File: src/rtl/score_ctrl.sv
// score_ctrl: match sequencer for a two-player rally game.
// Tracks both scores, gates the physics frame tick, and walks the match
// through IDLE -> PLAY -> PAUSE/OVER using edges of the start button and of
// the physics engine's rally-end flag.
module score_ctrl #(
    parameter int unsigned WIN_SCORE    = 7,   // points needed to win, 1..15
    parameter int unsigned PAUSE_FRAMES = 90   // frame ticks between rallies, 1..1023
) (
    input  logic       clk,
    input  logic       rst,
    input  logic       en,
    input  logic       start_btn,
    input  logic       game_over,
    input  logic [1:0] winner,
    output logic       phys_en,
    output logic [3:0] p1_score,
    output logic [3:0] p2_score,
    output logic [1:0] state,
    output logic [1:0] match_winner,
    output logic       point_pulse
);

    typedef enum logic [1:0] {
        ST_IDLE  = 2'd0,
        ST_PLAY  = 2'd1,
        ST_PAUSE = 2'd2,
        ST_OVER  = 2'd3
    } state_t;

    localparam logic [3:0] WIN_VAL    = 4'(WIN_SCORE);
    localparam logic [9:0] PAUSE_LOAD = 10'(PAUSE_FRAMES);

    state_t     state_q, state_d;
    logic [3:0] p1_q, p1_d;
    logic [3:0] p2_q, p2_d;
    logic [1:0] mw_q, mw_d;
    logic       pulse_q, pulse_d;
    logic [9:0] pause_cnt_q, pause_cnt_d;
    logic       start_prev_q;
    logic       go_prev_q;

    logic       start_edge;
    logic       go_edge;
    logic       valid_winner;
    logic [3:0] p1_inc;
    logic [3:0] p2_inc;
    logic       scorer_wins;

    // Edge detection and scoring helpers shared by the next-state logic.
    assign start_edge   = start_btn & ~start_prev_q;
    assign go_edge      = game_over & ~go_prev_q;
    assign valid_winner = (winner == 2'd1) || (winner == 2'd2);
    assign p1_inc       = p1_q + 4'd1;
    assign p2_inc       = p2_q + 4'd1;
    assign scorer_wins  = (winner == 2'd1) ? (p1_inc == WIN_VAL) : (p2_inc == WIN_VAL);

    // State register: synchronous reset aborts any match in progress.
    // NOTE: sequential state uses non-blocking (<=) so every register samples
    // the pre-edge values; blocking here would create order-dependent races.
    always_ff @(posedge clk) begin
        if (rst) begin
            state_q      <= ST_IDLE;
            p1_q         <= '0;
            p2_q         <= '0;
            mw_q         <= 2'd0;
            pulse_q      <= 1'b0;
            pause_cnt_q  <= '0;
            start_prev_q <= 1'b0;
            go_prev_q    <= 1'b0;
        end else begin
            state_q      <= state_d;
            p1_q         <= p1_d;
            p2_q         <= p2_d;
            mw_q         <= mw_d;
            pulse_q      <= pulse_d;
            pause_cnt_q  <= pause_cnt_d;
            start_prev_q <= start_btn;
            go_prev_q    <= game_over;
        end
    end

    // Next-state logic: match sequencing, scoring and the pause countdown.
    // NOTE: every variable gets a default before the case so no path leaves
    // one unassigned, which would otherwise infer a latch.
    always_comb begin
        state_d     = state_q;
        p1_d        = p1_q;
        p2_d        = p2_q;
        mw_d        = mw_q;
        pulse_d     = 1'b0;
        pause_cnt_d = pause_cnt_q;

        unique case (state_q)
            ST_IDLE, ST_OVER: begin
                // A start begins a fresh match; a simultaneous rally end is moot.
                if (start_edge) begin
                    state_d = ST_PLAY;
                    p1_d    = '0;
                    p2_d    = '0;
                    mw_d    = 2'd0;
                end
            end
            ST_PLAY: begin
                // Start presses are ignored mid-match; invalid winners are dropped.
                if (go_edge && valid_winner) begin
                    pulse_d = 1'b1;
                    if (winner == 2'd1) begin
                        p1_d = p1_inc;
                    end else begin
                        p2_d = p2_inc;
                    end
                    if (scorer_wins) begin
                        state_d = ST_OVER;
                        mw_d    = winner;
                    end else begin
                        state_d     = ST_PAUSE;
                        pause_cnt_d = PAUSE_LOAD;
                    end
                end
            end
            ST_PAUSE: begin
                // Count frames down; the frame that consumes the last one resumes play.
                if (en) begin
                    pause_cnt_d = pause_cnt_q - 10'd1;
                    if (pause_cnt_q == 10'd1) begin
                        state_d = ST_PLAY;
                    end
                end
            end
            default: ;
        endcase
    end

    // Physics tick gating follows the current (pre-transition) state with no latency.
    always_comb begin
        phys_en = 1'b0;
        unique case (state_q)
            ST_PLAY:  phys_en = en;
            ST_PAUSE: phys_en = en & game_over;
            default:  phys_en = 1'b0;
        endcase
    end

    assign p1_score     = p1_q;
    assign p2_score     = p2_q;
    assign state        = state_q;
    assign match_winner = mw_q;
    assign point_pulse  = pulse_q;

endmodule

File: config.mk
export PLATFORM = sky130hd
export DESIGN_NAME = score_ctrl
export DESIGN_NICKNAME = d
export VERILOG_FILES = /design/src/rtl/score_ctrl.sv
export SDC_FILE = /design/constraint.sdc
export NUM_CORES = 1
export LEC_CHECK = 0
export ABC_AREA = 0
export ABC_CLOCK_PERIOD_IN_PS = 5800
export CAP_MARGIN = 40
export CORE_ASPECT_RATIO = 2
export CORE_MARGIN = 3
export CORE_UTILIZATION = 30
export CTS_CLUSTER_DIAMETER = 150
export DETAILED_ROUTE_END_ITERATION = 8
export GPL_ROUTABILITY_DRIVEN = 0
export GPL_TIMING_DRIVEN = 0
export HOLD_SLACK_MARGIN = 0.03
export SYNTH_ARGS = -nofsm -noshare
export SYNTH_HDL_FRONTEND = slang
export SYNTH_SLANG_ARGS = --single-unit
export TNS_END_PERCENT = 5
File: constraint.sdc
create_clock -name clk -period 5.8 [get_ports clk]
set_clock_uncertainty 0.15 [all_clocks]
set_input_delay 1.16 -clock clk [delete_from_list [all_inputs] [get_ports clk]]
set_output_delay 1.16 -clock clk [all_outputs]
set_load 0.005 [all_outputs]
Word-level counts from Yosys, hierarchy flattened
Index checks and enable logic that the tools add are counted.
Word-level totals
  input port bits: 7
  output and inout bits: 14
  bits in registers: 25
Cells by class
  muxes and demuxes: 24
  add/subtract/negate cells: 3
  equal/unequal tests: 16
  bitwise logic cells: 6
  reductions and logical operators: 12
Operator list (number)
  $mux W10: 3
  $mux W4: 5
  $pmux W10 S2: 1
  $reduce_and A4 Y1: 5
  $ne A2 B2 Y1 const B: 8
  $pmux W4 S2: 2
  $mux W2: 7
  $eq A10 B1 Y1 const B: 1
  $sub A10 B1 Y10 const B: 1
  $add A4 B1 Y4 const B: 2
  $eq A4 B3 Y1 const B: 2
  $eq A2 B2 Y1 const B: 3
  $pmux W2 S3: 1
  $eq A2 B1 Y1 const B: 2
  $pmux W2 S2: 1
  $reduce_bool A2 Y1: 2
  $reduce_or A2 Y1: 2
  $and A1 B1 Y1: 3
  $mux W1: 3
  $not A1 Y1: 3
  $logic_not A2 Y1: 1
  $pmux W1 S2: 1
  $logic_and A1 B1 Y1: 1
  $logic_or A1 B1 Y1: 1

Depth between registers and ports, before layout
  word-level depth: 6
  depth in mapped cells: 8
  mapped depth without buffers: 7

Least setup slack after synthesis
Ideal clock, no wire load.
  path kind: input to register
  from: in winner[1]
  to: reg pause_cnt_q[5]
  data required time: 5528 ps
  path buffers: 0
  library setup time: 122 ps
  slack: 3053 ps
  stages on the path: 7
  data arrival time: 2475 ps
  cells stage by stage: inv_1 > ha_1 > nor4b_1 > and2_1 > nor3_1 > and4_2 > a311o_1
On the way
  word-level cells in the longest chain between the ends: 5
Ends and longest elaborated chain
  start, declared: line 14  | input logic [1:0] winner,
  $eq A2 B1 Y1 / $eq A2 B2 Y1 (equally long branches): line 52, 55
  $logic_or A1 B1 Y1: line 52  | assign valid_winner = (winner == 2'd1) || (winner == 2'd2);
  $logic_and A1 B1 Y1: line 105  | if (go_edge && valid_winner) begin
  $ne A2 B2 Y1 (no source line)
  $reduce_and A4 Y1 (no source line) *
  end signal, assigned: line 76  | pause_cnt_q <= pause_cnt_d;
  end, declared: line 38  | logic [9:0] pause_cnt_q, pause_cnt_d;
Mark *: on every way between the ends. The rest lies on a longest branch, timed or not.
A chain may end at the register's enable or synchronous reset.

Worst setup path after layout
  from: in en
  to: out phys_en
On the way
  word-level cells in the longest chain between the ends: 2
Ends and longest elaborated chain
  start, declared: line 11  | input logic en,
  $and A1 B1 Y1: line 139  | ST_PAUSE: phys_en = en & game_over;
  $pmux W1 S2 *: line 137  | unique case (state_q)
  end, declared: line 15  | output logic phys_en,
Marked as above.

==> results by group <==
Pwr
  – Worst IR Drop VDD: 0.210 mV
  – Pwr dens: 358 nW/um^2
  – Leakage power: a little over 0.6 nW
  – Pwr Total: around 630 uW

Floorplanning
  – Floorplan die width: between 50 and 60 microns
  – Initial Utilization: 0.311
  – Row count: 35
  – I/O pin cnt: 21
  – Die height: 104 microns
  – Core Area: 4640 sq um
  – Die area: about 5700 sq um

Logic synthesis
  – Synthesis-stage register bit count: 25
  – Yosys warnings: 0
  – Synthesized area: around 1400 sq um
  – FFs w/ async S/R, synth: 0
  – Syn Inst Count: about 170
  – Top-count cell post-synth: dfxtp_1
  – Syn avg cell area: between 8 and 9 sq um
  – Main synth FF type: dfxtp_1
  – Synth area leader: dfxtp_1
  – Post-synth EDFFs: 0
  – Synth unique cells: 49
  – Ranking of synthesized cells by area: dfxtp_1, ha_1, a21oi_1
  – Top post-synthesis cells by count: dfxtp_1, inv_1, nand2_1
  – Area share of the largest cell type after synthesis: 0.347
  – Register area share after synthesis: 0.347
  – Syn Nets: between 150 and 200

Routing
  – Post-route DRC: 0
  – Antenna-violating nets left: 0
  – Final wirelength: roughly 3.7 mm
  – Initial DRC count: 33
  – DR vias/cell: between 5 and 6
  – Routed wire per std cell: roughly 15 microns
  – Detailed Routing Iterations Pass 1: 4
  – Via Count: 1329

Setup path
  – CP Class: in2out
  – R2r startpoint: p1_score[0]
  – Crit. Startpoint: en
  – Crit path max fanout: 7
  – Startpoint Class: primary input
  – Crit. End Element: output port
  – Max stage delay on crit path: about 620 ps
  – Critical path's most frequent cell: clkdlybuf4s50_1
  – Crit-path cells: clkdlybuf4s50_1 -> nor3b_1 -> clkdlybuf4s50_1
  – Arrival time at the worst endpoint: about 2600 ps
  – Critical Path RT: 4490 ps
  – Slowest CP cell: clkdlybuf4s50_1

STA
  – Hold_ws: around 350 ps
  – Final slew viol count: 0
  – RSZ-0062 raised after global routing: no
  – Slew of the pin with the lowest slew margin: around 600 ps
  – Setup violations, final: 0
  – F_max: 258 MHz
  – Fin crit period: slightly below 4000 ps
  – Final Cycle Share: 0.668
  – Final hold violation count: 0
  – Final setup TNS: 0 ps
  – Slew HR: 0.599

Cells and area
  – Share of post-route cells with drive strength above 1: 0.0781
  – Nets: between 200 and 250
  – FF/Latch Area: approximately 500 sq um
  – P&R area growth vs syn: 21.8%
  – Fillers: around 510
  – Area occupied by multi-input gates: ~870 sq um
  – Ant. Diodes: 0

Clock tree
  – Post-CTS setup buffer count: 0
  – Clock sink count: 25
  – CTS max path bufs: 2
  – CTS H-tree lvls: 1
  – Clock root cell: clkbuf_8
  – Clk pin slew, worst setup/hold paths: around 90 ps
  – Post-CTS Resized: 0
  – CTS tree: built
  – CTS Hold Buffers Added: 0
  – Latest clock arrival within the worst-skew pair: 270 ps
  – CTS buffer count: 3

Worst hold path
  – HP Start: p2_score[3]
  – Hold Path Class: reg2reg

Job
  – Max_cap viols: 0

Global route
  – Gr usage total: 0.145
  – First-pass GRT wire length: 6.26 mm
  – Congestion Overflow GR: 0
  – Vias in the first global route: ~1300
  – Largest net degree at the start of global routing: 14
  – Initial antenna violation count: 0

Placed design
  – Hpwl dp: around 2.9 mm
  – Port Buffers: 20

Status
  – Status: finished clean
==> per-stage QoR <==
step                cells  setup WS [ps]  instance area (sq um)   util
floorplan             168           3050                   1440      -
global placement      243           1910                   1710  0.369
detailed placement    243           1950                   1710  0.369
CTS                   247           1920                   1760  0.378
global route          247           1860                   1760  0.378
finish                247           1920                   1760  0.378
==> routing by layer <==
metal	track usage	vias to the layer above	share of wire
met4	0.0574	0	0.031
met3	0.0129	10	0.023
met2	0.264	27	0.57
met5	0	-	0
met1	0.157	616	0.38
li1	-	676	-
==> critical path: cells and delay by family <==
kind	cells	cell delay (ps)
and+or+nand+nor	1	240
buffers and inverters	2	1160
==> power by group <==
group          leakage (nW)  internal, mW  total [mW]  switching, mW
Clock                0.0228        0.0493       0.108         0.0589
Combinational         0.396         0.120       0.293          0.173
Sequential            0.203         0.197       0.228         0.0313
==> cell families after synthesis <==
logic type / Yosys count / share of synthesized area
adder cells (fa/ha/maj): 7 / 0.0607
XOR/XNOR: 3 / 0.0182
flip-flops: 25 / 0.347
AO/OA/AOI/OAI: 42 / 0.214
AND/OR/NAND/NOR: 66 / 0.270
multiplexers: 5 / 0.0373
buffers and inverters: 20 / 0.0529
==> placed cells by master (no fill, tap or decap), types with 2 or more instances in the layout <==
cell type and count:
clkdlybuf4s50_1 20, nor4_1 2, mux2_2 3, a311o_1 2, nand3_1 11, dfxtp_1 25
inv_1 14, nor3_1 4, and2_1 2, nand2_1 13, xnor2_1 2, nand4_1 3
a211oi_1 4, a31oi_1 3, nor2b_1 4, nand2b_1 3, and3_1 2, mux2i_1 2
a311oi_1 3, a22o_1 3, clkbuf_1 5, ha_1 7, o21ai_0 6, nor2_1 10
clkbuf_8 3, a21oi_1 11
==> area by class of cell <==
cell class                      count  share of cell area
Timing Repair Buffer               20               0.114
Multi-Input combinational cell    123               0.493
Clock buffer                        4              0.0256
Tap cell                           55              0.0392
Sequential cell                    25               0.285
Inverter                           14              0.0299
Buffer                              6              0.0135
==> sequential cells by signal, summed over array words and instances, names as in the netlist <==
signal,flops
go_prev_q,1
match_winner,2
p1_score,4
p2_score,4
pause_cnt_q,10
point_pulse,1
start_prev_q,1
state,2
==> final timing paths <==
check | endpoint | slack, ps | depth (start not counted)
worst max-delay path | phys_en | 1920 | 3
worst min-delay path | p2_score[3] | 350 | 1
worst max register to register | pause_cnt_q[3] | 3520 | 7
worst min register to register | p2_score[3] | 350 | 1
Power figures use the tool's default switching activity.
